<file path="src/rtl/spi_slave_xcvr_if.sv">
// Pin-side and datapath-side signals of the SPI slave transceiver, bundled so
// the endpoint and its driver share one definition.
interface spi_slave_xcvr_if #(
  parameter int unsigned WIDTH = 12
);
  logic             sclk;
  logic             cs;
  logic             mosi;
  logic             miso;
  logic [WIDTH-1:0] tx_data;
  logic             tx_load;
  logic [WIDTH-1:0] rx_data;
  logic             done;
  logic             frame_err;
  logic             busy;

  modport slave (
    input  sclk, cs, mosi, tx_data, tx_load,
    output miso, rx_data, done, frame_err, busy
  );

  modport master (
    output sclk, cs, mosi, tx_data, tx_load,
    input  miso, rx_data, done, frame_err, busy
  );
endinterface

</file>
<file path="src/rtl/spi_slave_xcvr.sv">
// Oversampled mode-0 SPI slave: receives one LSB-first WIDTH-bit frame per cs window.
// Define SPI_SLAVE_MISO_EN to compile in the reply buffer and miso shifter.
module spi_slave_xcvr #(
  parameter int unsigned WIDTH       = 12,
  parameter int unsigned SYNC_STAGES = 2
) (
  input logic             clk,
  input logic             rst,
  spi_slave_xcvr_if.slave bus
);
  localparam int unsigned CW = $clog2(WIDTH + 1);

  typedef enum logic [1:0] {IDLE, SHIFT, WAIT} state_e;

  state_e                 state_q, state_d;
  logic [SYNC_STAGES-1:0] sclk_sync_q, cs_sync_q, mosi_sync_q;
  logic                   sclk_hist_q, cs_hist_q;
  logic                   sclk_s, cs_s, mosi_s;
  logic                   sclk_rise, sclk_fall, cs_rise, cs_fall;
  logic [CW-1:0]          cnt_q, cnt_d;
  logic [WIDTH-1:0]       rx_shift_q, rx_shift_d;
  logic [WIDTH-1:0]       rx_data_q, rx_data_d;
  logic                   done_q, done_d;
  logic                   err_q, err_d;

  always_ff @(posedge clk or posedge rst) begin
    if (rst) begin
      sclk_sync_q <= '0;
      cs_sync_q   <= '0;
      mosi_sync_q <= '0;
      sclk_hist_q <= 1'b0;
      cs_hist_q   <= 1'b0;
    end else begin
      sclk_sync_q <= {sclk_sync_q[SYNC_STAGES-2:0], bus.sclk};
      cs_sync_q   <= {cs_sync_q[SYNC_STAGES-2:0], bus.cs};
      mosi_sync_q <= {mosi_sync_q[SYNC_STAGES-2:0], bus.mosi};
      sclk_hist_q <= sclk_s;
      cs_hist_q   <= cs_s;
    end
  end

  assign sclk_s    = sclk_sync_q[SYNC_STAGES-1];
  assign cs_s      = cs_sync_q[SYNC_STAGES-1];
  assign mosi_s    = mosi_sync_q[SYNC_STAGES-1];
  assign sclk_rise = sclk_s & ~sclk_hist_q;
  assign sclk_fall = ~sclk_s & sclk_hist_q;
  // The cs history resets low, so a cs held low through reset never looks like a fall.
  assign cs_rise   = cs_s & ~cs_hist_q;
  assign cs_fall   = ~cs_s & cs_hist_q;

  always_ff @(posedge clk or posedge rst) begin
    if (rst) begin
      state_q    <= IDLE;
      cnt_q      <= '0;
      rx_shift_q <= '0;
      rx_data_q  <= '0;
      done_q     <= 1'b0;
      err_q      <= 1'b0;
    end else begin
      state_q    <= state_d;
      cnt_q      <= cnt_d;
      rx_shift_q <= rx_shift_d;
      rx_data_q  <= rx_data_d;
      done_q     <= done_d;
      err_q      <= err_d;
    end
  end

  always_comb begin
    state_d    = state_q;
    cnt_d      = cnt_q;
    rx_shift_d = rx_shift_q;
    rx_data_d  = rx_data_q;
    done_d     = 1'b0;
    err_d      = 1'b0;
    unique case (state_q)
      IDLE: begin
        if (cs_fall) begin
          state_d = SHIFT;
          cnt_d   = '0;
        end
      end
      SHIFT: begin
        // A full count wins over a simultaneous cs rise: the frame is complete.
        if (cnt_q == CW'(WIDTH)) begin
          state_d   = WAIT;
          rx_data_d = rx_shift_q;
          done_d    = 1'b1;
        end else if (cs_rise) begin
          state_d = IDLE;
          err_d   = 1'b1;
        end else if (sclk_rise) begin
          for (int unsigned i = 0; i < WIDTH; i++) begin
            if (cnt_q == CW'(i)) rx_shift_d[i] = mosi_s;
          end
          cnt_d = cnt_q + CW'(1);
        end
      end
      WAIT: begin
        if (cs_rise) state_d = IDLE;
      end
      default: state_d = IDLE;
    endcase
  end

  assign bus.rx_data   = rx_data_q;
  assign bus.done      = done_q;
  assign bus.frame_err = err_q;
  assign bus.busy      = (state_q == SHIFT);

`ifdef SPI_SLAVE_MISO_EN
  logic [WIDTH-1:0] reply_q, reply_d;
  logic [WIDTH-1:0] tx_shift_q, tx_shift_d;

  always_ff @(posedge clk or posedge rst) begin
    if (rst) begin
      reply_q    <= '0;
      tx_shift_q <= '0;
    end else begin
      reply_q    <= reply_d;
      tx_shift_q <= tx_shift_d;
    end
  end

  // A load coinciding with frame start bypasses the buffer so the new word goes out.
  always_comb begin
    reply_d    = bus.tx_load ? bus.tx_data : reply_q;
    tx_shift_d = tx_shift_q;
    if (state_q == IDLE && cs_fall) begin
      tx_shift_d = reply_d;
    end else if (state_q == SHIFT && sclk_fall) begin
      tx_shift_d = tx_shift_q >> 1;
    end
  end

  assign bus.miso = tx_shift_q[0];
`else
  assign bus.miso = 1'b0;
`endif
endmodule

</file>
<file path="src/flat_wrapper.sv">
// flat-port wrapper written by rule: the top's interface ports become plain ports
module spi_slave_xcvr_flat 
#(
  parameter int unsigned WIDTH       = 12,
  parameter int unsigned SYNC_STAGES = 2
)
  (clk, rst, bus_sclk, bus_cs, bus_mosi, bus_tx_data, bus_tx_load, bus_miso, bus_rx_data, bus_done, bus_frame_err, bus_busy);
  spi_slave_xcvr_if #(.WIDTH(WIDTH)) bus_i ();
  input logic clk;
  input logic rst;
  input wire logic [$bits(bus_i.sclk)-1:0] bus_sclk;
  input wire logic [$bits(bus_i.cs)-1:0] bus_cs;
  input wire logic [$bits(bus_i.mosi)-1:0] bus_mosi;
  input wire logic [$bits(bus_i.tx_data)-1:0] bus_tx_data;
  input wire logic [$bits(bus_i.tx_load)-1:0] bus_tx_load;
  output wire logic [$bits(bus_i.miso)-1:0] bus_miso;
  output wire logic [$bits(bus_i.rx_data)-1:0] bus_rx_data;
  output wire logic [$bits(bus_i.done)-1:0] bus_done;
  output wire logic [$bits(bus_i.frame_err)-1:0] bus_frame_err;
  output wire logic [$bits(bus_i.busy)-1:0] bus_busy;
  assign bus_i.sclk = bus_sclk;
  assign bus_i.cs = bus_cs;
  assign bus_i.mosi = bus_mosi;
  assign bus_i.tx_data = bus_tx_data;
  assign bus_i.tx_load = bus_tx_load;
  assign bus_miso = bus_i.miso;
  assign bus_rx_data = bus_i.rx_data;
  assign bus_done = bus_i.done;
  assign bus_frame_err = bus_i.frame_err;
  assign bus_busy = bus_i.busy;
  spi_slave_xcvr #(.WIDTH(WIDTH), .SYNC_STAGES(SYNC_STAGES)) u_core (.clk(clk), .rst(rst), .bus(bus_i));
endmodule
</file>
<file path="config.mk">
export PLATFORM = sky130hd
export DESIGN_NAME = spi_slave_xcvr_flat
export DESIGN_NICKNAME = d
export VERILOG_FILES = /design/src/rtl/spi_slave_xcvr_if.sv /design/src/rtl/spi_slave_xcvr.sv /design/src/flat_wrapper.sv
export SDC_FILE = /design/constraint.sdc
export NUM_CORES = 1
export LEC_CHECK = 0
export ABC_AREA = 1
export BUFFER_PORTS_ARGS = -buffer_cell sky130_fd_sc_hd__buf_2
export CORE_UTILIZATION = 54
export DETAILED_ROUTE_END_ITERATION = 6
export HOLD_SLACK_MARGIN = 0.03
export PLACE_DENSITY = 0.79
export SLEW_MARGIN = 20
export SYNTH_ARGS = -nofsm -noshare
export SYNTH_HDL_FRONTEND = slang
export SYNTH_SLANG_ARGS = --single-unit
</file>
<file path="constraint.sdc">
create_clock -name clk -period 1.7 [get_ports clk]
set_input_delay 0.17 -clock clk [delete_from_list [all_inputs] [get_ports clk]]
set_output_delay 0.17 -clock clk [all_outputs]
set_load 0.02 [all_outputs]
</file>
; ---- Yosys cells after proc, flatten, opt, wreduce, memory -nomap -nowiden
; Index checks and enable logic that the tools add are counted.
[op_classes]
addsub = 1
n_eq_ne = 18
n_mux = 14
n_bitwise = 8
n_reduce_logical = 17
[ops]
columns = operator, count
row1 = $reduce_and A5 Y1, 13
row2 = $eq A4 B4 Y1 const B, 5
row3 = $eq A4 B3 Y1 const B, 4
row4 = $mux W4, 4
row5 = $eq A4 B2 Y1 const B, 2
row6 = $pmux W4 S2, 1
row7 = $mux W2, 3
row8 = $pmux W2 S3, 1
row9 = $mux W1, 5
row10 = $not A1 Y1, 5
row11 = $add A4 B1 Y4 const B, 1
row12 = $eq A4 B1 Y1 const B, 1
row13 = $logic_not A4 Y1, 1
row14 = $ne A2 B1 Y1 const B, 2
row15 = $ne A2 B2 Y1 const B, 2
row16 = $and A1 B1 Y1, 3
row17 = $eq A2 B1 Y1 const B, 1
row18 = $eq A2 B2 Y1 const B, 1
row19 = $logic_not A2 Y1, 1
row20 = $reduce_and A2 Y1, 1
row21 = $reduce_bool A2 Y1, 1
[totals]
register_bits = 40
out_inout_bits = 16
wordCells = 80

; ---- Logic depth before layout (Yosys ltp)
; Gate-level depths: netlist of run 1.
[logic_depth]
depth_word = 6
mapped_depth = 9
depth_no_buf = 8

; ---- Least setup slack after synthesis of run 1
; Ideal clock, no wire load.
[synth_timing]
path_type = register to register
start = register u_core.cnt_q[0]
end = register u_core.rx_shift_q[4]
t_arrival_ns = 1.280
t_required_ns = 1.583
slack_ns = 0.303
stages_incl_launch_ff = 10
path_buffers = 1
cell_sequence = dfrtp_1 > inv_1 > ha_1 > nand3_4 > nand2_2 > inv_2 > buf_6 > nand3_1 > nand2_1 > nand2_1
[synth_between]
elab_chain_cells = 3
word_cells_on_any_way = 4
classes_between = eq/ne: 2 / bitwise: 1 / reduce/logical: 1
[synth_lines]
columns = element, line_no
row1 = start: declaration, spi_slave_xcvr.sv:20  ; logic [CW-1:0] cnt_q, cnt_d;
row2 = start signal: assignment, spi_slave_xcvr.sv:61  ; cnt_q <= cnt_d;
row3 = $eq A4 B4 Y1, spi_slave_xcvr.sv:85  ; if (cnt_q == CW'(WIDTH)) begin
row4 = $not A1 Y1 (no line), --
row5 = $reduce_and A5 Y1 (no line) (*), --
row6 = end signal: assignment, spi_slave_xcvr.sv:62  ; rx_shift_q <= rx_shift_d;
row7 = end: declaration, spi_slave_xcvr.sv:21  ; logic [WIDTH-1:0] rx_shift_q, rx_shift_d;
; Mark *: on every way between the ends. The rest lies on a longest branch, timed or not.
; A chain may end at the register's enable or synchronous reset.

; ---- Final worst setup path of run 1
[layout_timing]
start = register u_core.cnt_q[0]
end = register u_core.rx_shift_q[6]
; Same word-level chain as after synthesis.

==> out/metrics.json, run 1 <==
{
  "run_status": "completed",
  "insertion_delay_ns": 0.35,
  "startpoint": "u_core.cnt_q[0]$_DFFE_PP0P_",
  "path_clk_slew_ns": 0.12,
  "netSwitchingFraction": 0.3065,
  "first_global_vias": 1176,
  "postSynthAreaPerCell_um2": 8.654,
  "yosys.cell_count.top_type": "nand2_1",
  "count_of_pins_over_their_slew_limit": 0,
  "coreArea_mm2": 0.003153,
  "detailedRoute.firstPassIterationCount": 4,
  "cts-resized-gates": 0,
  "maximum_number_of_pins_on_one_net_before_global_route_repair": 41,
  "combPwrFrac": 0.195,
  "power.sequential.fraction": 0.522,
  "cts.root.buffer_cell": "clkbuf_4",
  "power.static_leakage_nw": 1.142,
  "async_set_or_reset_flop_fraction_in_the_synthesized_netlist": 1.000,
  "timing.fmax_mhz": 661.7,
  "clkSinkCount": 40,
  "synthCells": 215,
  "fin_nets": 261,
  "grt_setup_unrepaired": "false",
  "p_clk_frac": 0.283,
  "netlist.area_leader.share": 0.5380,
  "yosys_warnings": 0,
  "filler_cell_count": 278,
  "synth_top_flop_cell": "dfrtp_1",
  "synth.largest_area_cell": "dfrtp_1",
  "fin_area_mm2": 0.002076,
  "total_power_mw": 2.169,
  "antenna_left": 0,
  "crit_path_max_incr_delay_ns": 0.36,
  "pin_count": 34,
  "accumulated_negative_setup_slack_ns": 0,
  "synth_fp_nets": 237,
  "synth_seq_area_share": 0.5380,
  "starting_density": 0.5901,
  "dieArea_mm2": 0.003684,
  "min_period_ns": 1.511,
  "yosys-top-cells-area": "dfrtp_1 54%, nand2_1 17%, nand3_1 6.5%",
  "diodes": 0,
  "timing.final.setup_violations": 0,
  "detail_route.wl_per_cell_um": 10.28,
  "rows": 20,
  "grt_util_all_layers": 0.1854,
  "postSynthRegisterBits": 40,
  "maxCapViolations": 0,
  "grt_overflow_total": 0,
  "drt_drc_violations_left": 0,
  "worst_setup_path_end_kind": "flip-flop",
  "worstPathMaxFanout": 24,
  "die_width_um": 60.70,
  "synth.cell_area_mm2": 0.001861,
  "timing.final.ws_setup_ns": 0.1887,
  "pre_cts_ws_ns": 0.1856,
  "ir_worst_vdd_uv": 772.9,
  "place_hpwl_um": 1988,
  "drt-vias-per-instance": 4.743,
  "drive_above_1_share": 0.1708,
  "powerDensity_mw_per_mm2": 1045,
  "slowest_stage_cell_on_the_critical_path": "dfrtp_1",
  "grt_antenna_before_repair": 0,
  "detailed_place.area_mm2": 0.001956,
  "route.vias.total": 1347,
  "first_iter_violations": 34,
  "r2r_start": "u_core.cnt_q[0]$_DFFE_PP0P_",
  "wire_length_of_the_first_global_routing_pass_um": 4947,
  "path_cells": "inv_1, ha_1, nand3_4, nand2_2, inv_2, nand3_1, nand2_1, nand2_1",
  "finalClockSkew_ns": 0.01315,
  "power_report.internal_total_mw": 1.504,
  "synth_cell_type_count": 21,
  "clockBufferDepth": 2,
  "tritoncts": "built",
  "timing_worst_setup_path_type": "flip-flop to flip-flop",
  "cpMostUsedCell": "nand2_1",
  "worst-endpoint-required_ns": 1.95,
  "placement.io_buffers": 19,
  "final.period_utilization": 0.8890,
  "power.net_switching_uw": 664.7,
  "kind_of_path_behind_the_tightest_hold_check": "flip-flop to flip-flop",
  "synth.top_cells.by_count": "84 x nand2_1, 40 x dfrtp_1, 24 x nand3_1, 14 x nor2_1, 13 x nand4_1",
  "level_count_of_the_clock_h_tree": 2,
  "route.final.wire_length_um": 2920,
  "flow.area_growth_from_synthesis_pct": 11.57,
  "synth_edf_count": 0,
  "timing_hold_violations_final": 0,
  "holdCritStartpoint": "u_core.cs_sync_q[0]$_DFF_PP0_",
  "die_y_um": 60.70,
  "critPathLaunchType": "flip-flop",
  "crit_arrival_ns": 1.76,
  "gp_routability_congestion": 0.8598,
  "cts_buf_count": 5
}
[power by group through the flow]
stage          logic, mW  registers [mW]  clock network [mW]
2_1_floorplan      0.360            1.13                   0
3_3_place_gp       0.408            1.15                   0
3_5_place_dp       0.417            1.15                   0
4_1_cts            0.425            1.13               0.630
5_1_grt            0.482            1.15               0.673
6_report           0.423            1.13               0.614
[flip-flops by register name, indices dropped and copies added (netlist names), 2 cells and up]
signal	cells
u_core.bus.rx_data	12
u_core.cnt_q	4
u_core.cs_sync_q	2
u_core.mosi_sync_q	2
u_core.rx_shift_q	12
u_core.sclk_sync_q	2
u_core.state_q	2
[per-stage QoR]
step                cells  hold slack, ns    util
finish                284          0.3599  0.6583
global route          284          0.3693  0.6583
CTS                   284          0.3643  0.6583
detailed placement    272          0.2802  0.6202
global placement      272          0.2782  0.6202
floorplan             215          0.2014       -
[final timing paths]
kind                       depth (start not counted)                                 end  slack, ns
hold / removal                                     0       u_core.cs_sync_q[1]$_DFF_PP0_       0.36
min in group asynchronous                          4  u_core.bus.rx_data[11]$_DFFE_PP0P_       0.45
setup / recovery                                   8    u_core.rx_shift_q[6]$_DFFE_PP0P_       0.19
setup reg to reg                                   8    u_core.rx_shift_q[6]$_DFFE_PP0P_       0.19
max in group asynchronous                          4         u_core.cnt_q[2]$_DFFE_PP0P_       0.90
hold reg to reg                                    0       u_core.cs_sync_q[1]$_DFF_PP0_       0.36
[metal layers]
layer / vias up / share of wire / track usage
met5: - / 0 / 0
met2: 26 / 0.44 / 0.2904
met4: 0 / 0.019 / 0.08117
li1: 729 / - / -
met1: 585 / 0.50 / 0.2368
met3: 7 / 0.041 / 0.05970
[cell families after synthesis]
| kind of cell | Yosys count | share of synthesized area |
|---|---|---|
| flip-flops | 40 | 0.5380 |
| other | 1 | 0.002016 |
| AND/OR/NAND/NOR | 143 | 0.3477 |
| XOR/XNOR | 1 | 0.004708 |
| buffers and inverters | 25 | 0.07800 |
| adder cells (fa/ha/maj) | 4 | 0.02690 |
| AO/OA/AOI/OAI | 1 | 0.002687 |
[cells in the final DEF, fill, tap and decap left out, types with 2 or more instances in the layout]
master	Yosys	layout
nor2_2	2	2
nand2_1	84	84
clkbuf_4	0	5
ha_1	4	4
nand4_1	13	13
inv_1	12	12
buf_4	3	5
nor2_4	2	2
dlygate4sd3_1	0	4
nor2_1	14	14
inv_2	2	2
buf_2	2	19
dfrtp_1	40	40
nand3_1	24	24
[critical path: cells and delay by family, from the launching register on]
| kind | cells | cell delay [ns] |
|---|---|---|
| fa+ha+maj | 1 | 0.27 |
| buf+inv | 2 | 0.33 |
| flops | 1 | 0.36 |
| simple gates | 5 | 0.45 |
[layout make-up]
type                            instances  area, µm²  share of cell area
Multi-Input combinational cell        150      714.4              0.3442
Sequential cell                        40       1001              0.4822
Tap cell                               44      55.05             0.02652
Timing Repair Buffer                   28      172.7             0.08318
Inverter                               14      52.55             0.02532
Clock inverter                          3      42.54             0.02049
Clock buffer                            5      37.54             0.01808
[timing repair]
action	in CTS	in global routing
endpoints found under the hold margin	43	0
buffers inserted	0	0
hold buffers	4	0
No activity file was read; power rests on OpenSTA's default activity.
==> run 2, diff against run 1 <==
- GPL_TIMING_DRIVEN: unset -> 0
- clock period: 1.7 -> 1.65 ns (I/O delays scaled with it)
==> run 2 against run 1 <==
Clock power grew 2%. Cell count grew 2.8%. Clock skew rose by 0.0011 ns. Critical path depth is 3 lower. Global-route usage rose by 2.0 points. Non-clock buffer count increased by 8. Register-to-register slack got worse by 0.03 ns. Clock-buffer cell count unchanged. Utilization is 3.0 points higher. Critical endpoint is now bus_busy. Largest cell class unchanged.
==> out/metrics.json, run 2 (synthesized netlist as in run 1, its figures left out) <==
{
  "run_status": "completed",
  "powerDensity_mw_per_mm2": 1050,
  "layout.cells.non_filler": 292,
  "dieArea_mm2": 0.003684,
  "grt_util_all_layers": 0.2058,
  "grt_antenna_before_repair": 0,
  "place_hpwl_um": 2308,
  "fin_hold_ws_ns": 0.3188,
  "fin_area_mm2": 0.002171,
  "crit_path_max_incr_delay_ns": 0.40,
  "detail_route.wl_per_cell_um": 10.71,
  "grt_setup_unrepaired": "false",
  "final.period_utilization": 0.9265,
  "clockBufferDepth": 2,
  "drive_above_1_share": 0.2097,
  "timing_hold_violations_final": 0,
  "pin_count": 34,
  "detailedRoute.firstPassIterationCount": 4,
  "timing.rr.end": "u_core.bus.rx_data[1]$_DFFE_PP0P_",
  "drt-vias-per-instance": 4.825,
  "rows": 20,
  "worstPathBufferInverterCount": 4,
  "slowest_stage_cell_on_the_critical_path": "dfrtp_1",
  "tritoncts": "built",
  "mostFrequentLayoutCells": "84 x nand2_1, 38 x dfrtp_1, 24 x nand3_1",
  "count_of_pins_over_their_slew_limit": 0,
  "detailed_place.area_mm2": 0.002038,
  "drt_drc_violations_left": 0,
  "path_clk_slew_ns": 0.11,
  "worst-endpoint-required_ns": 1.48,
  "reg2reg_setup_slack_ns": 0.16,
  "timing.final.ws_setup_ns": 0.1213,
  "placement.io_buffers": 19,
  "path_cells": "inv_1, nand2_4, buf_6, inv_1, buf_2",
  "flow.area_growth_from_synthesis_pct": 16.68,
  "reg2regPathDepth": 8,
  "critPathLaunchType": "flip-flop",
  "cpMostUsedCell": "inv_1",
  "cts_buf_count": 5,
  "maximum_number_of_pins_on_one_net_before_global_route_repair": 27,
  "first_global_vias": 1301,
  "r2r_start": "u_core.cnt_q[0]$_DFFE_PP0P_",
  "die_width_um": 60.70,
  "diodes": 0,
  "min_period_ns": 1.529,
  "timing.final.setup_violations": 0,
  "worst_setup_path_end_kind": "output port",
  "route.vias.total": 1409,
  "coreArea_mm2": 0.003153,
  "ir_worst_vdd_uv": 615.4,
  "wire_length_of_the_first_global_routing_pass_um": 5533,
  "cts.root.buffer_cell": "clkbuf_4",
  "worstPathMaxFanout": 10,
  "route.final.wire_length_um": 3126,
  "kind_of_path_behind_the_tightest_hold_check": "input port to asynchronous set/reset pin",
  "level_count_of_the_clock_h_tree": 2,
  "final_core_utilization": 0.6885,
  "crit_arrival_ns": 1.36,
  "maxCapViolations": 0,
  "insertion_delay_ns": 0.35,
  "fin_nets": 269,
  "clkSinkCount": 40,
  "power.static_leakage_nw": 1.186,
  "timing.fmax_mhz": 654.2,
  "numPlacedInstances": 279,
  "first_iter_violations": 59,
  "starting_density": 0.5901,
  "grt_overflow_total": 0,
  "total_power_mw": 2.280,
  "die_y_um": 60.70,
  "timing.critical_path.max_delay_family": "buffers and inverters",
  "finalClockSkew_ns": 0.01421,
  "timing_worst_setup_path_type": "flip-flop to output port",
  "antenna_left": 0,
  "accumulated_negative_setup_slack_ns": 0,
  "most_frequent_standard_cell_in_the_layout_excluding_fill_and_tap_cells": "nand2_1",
  "pre_cts_ws_ns": 0.08684,
  "gp_routability_congestion": 0.8853
}
run 2: cell count changes in the layout (fill, tap and decap cells not counted), sizes merged:
cell	previous run	this run
buf	24	31
clkbuf	5	6
run 2: final cells by class:
type | count | area (µm²)
Tap cell | 44 | 55.05
Sequential cell | 40 | 1003
Fill cell | 280 | 982.2
Inverter | 14 | 52.55
Buffer | 11 | 92.59
Multi-Input combinational cell | 150 | 716.9
Timing Repair Buffer | 25 | 170.2
Clock buffer | 5 | 37.54
Clock inverter | 3 | 42.54
run 2: worst max path at each step:
stage / endpoint / cells after the start / start / slack [ns]
global placement: u_core.bus.rx_data[9]$_DFFE_PP0P_ / 8 / u_core.cnt_q[0]$_DFFE_PP0P_ / 0.11
floorplan: u_core.rx_shift_q[4]$_DFFE_PP0P_ / 9 / u_core.cnt_q[0]$_DFFE_PP0P_ / 0.25
CTS: u_core.rx_shift_q[8]$_DFFE_PP0P_ / 9 / u_core.cnt_q[0]$_DFFE_PP0P_ / 0.04
detailed placement: u_core.rx_shift_q[9]$_DFFE_PP0P_ / 9 / u_core.cnt_q[0]$_DFFE_PP0P_ / 0.09
global route: bus_busy / 5 / u_core.state_q[1]$_DFFE_PP0P_ / 0.04
finish: bus_busy / 5 / u_core.state_q[1]$_DFFE_PP0P_ / 0.12
run 2: layer usage:
metal / global-route usage / vias up / part of all wire
li1: - / 745 / -
met1: 0.2673 / 632 / 0.48
met2: 0.3297 / 25 / 0.46
met3: 0.05757 / 7 / 0.037
met4: 0.07792 / 0 / 0.017
met5: 0 / - / 0
run 2: power by group:
part	internal (mW)	total [mW]	leakage (nW)	switching (mW)
clock	0.316	0.629	0.0412	0.313
combinational	0.183	0.492	0.617	0.309
sequential	1.08	1.16	0.528	0.0782
total	1.58	2.28	1.19	0.700
run 2: worst register-to-register path, cell delays in order (launching register included):
cell     delay [ns]
dfrtp_2        0.45
inv_1          0.11
ha_2           0.25
nand3_4        0.12
nor2_4         0.16
inv_2          0.07
buf_6          0.14
nand2_1        0.06
nand2_1        0.04
run 2: repair_timing:
| action | 4_1_cts | 5_1_grt |
|---|---|---|
| hold endpoints to repair | 17 | 0 |
| setup buffers | 0 | 1 |
| endpoints found under the setup margin | 0 | 25 |
| resized for setup | 0 | 3 |
| hold buffers | 4 | 0 |
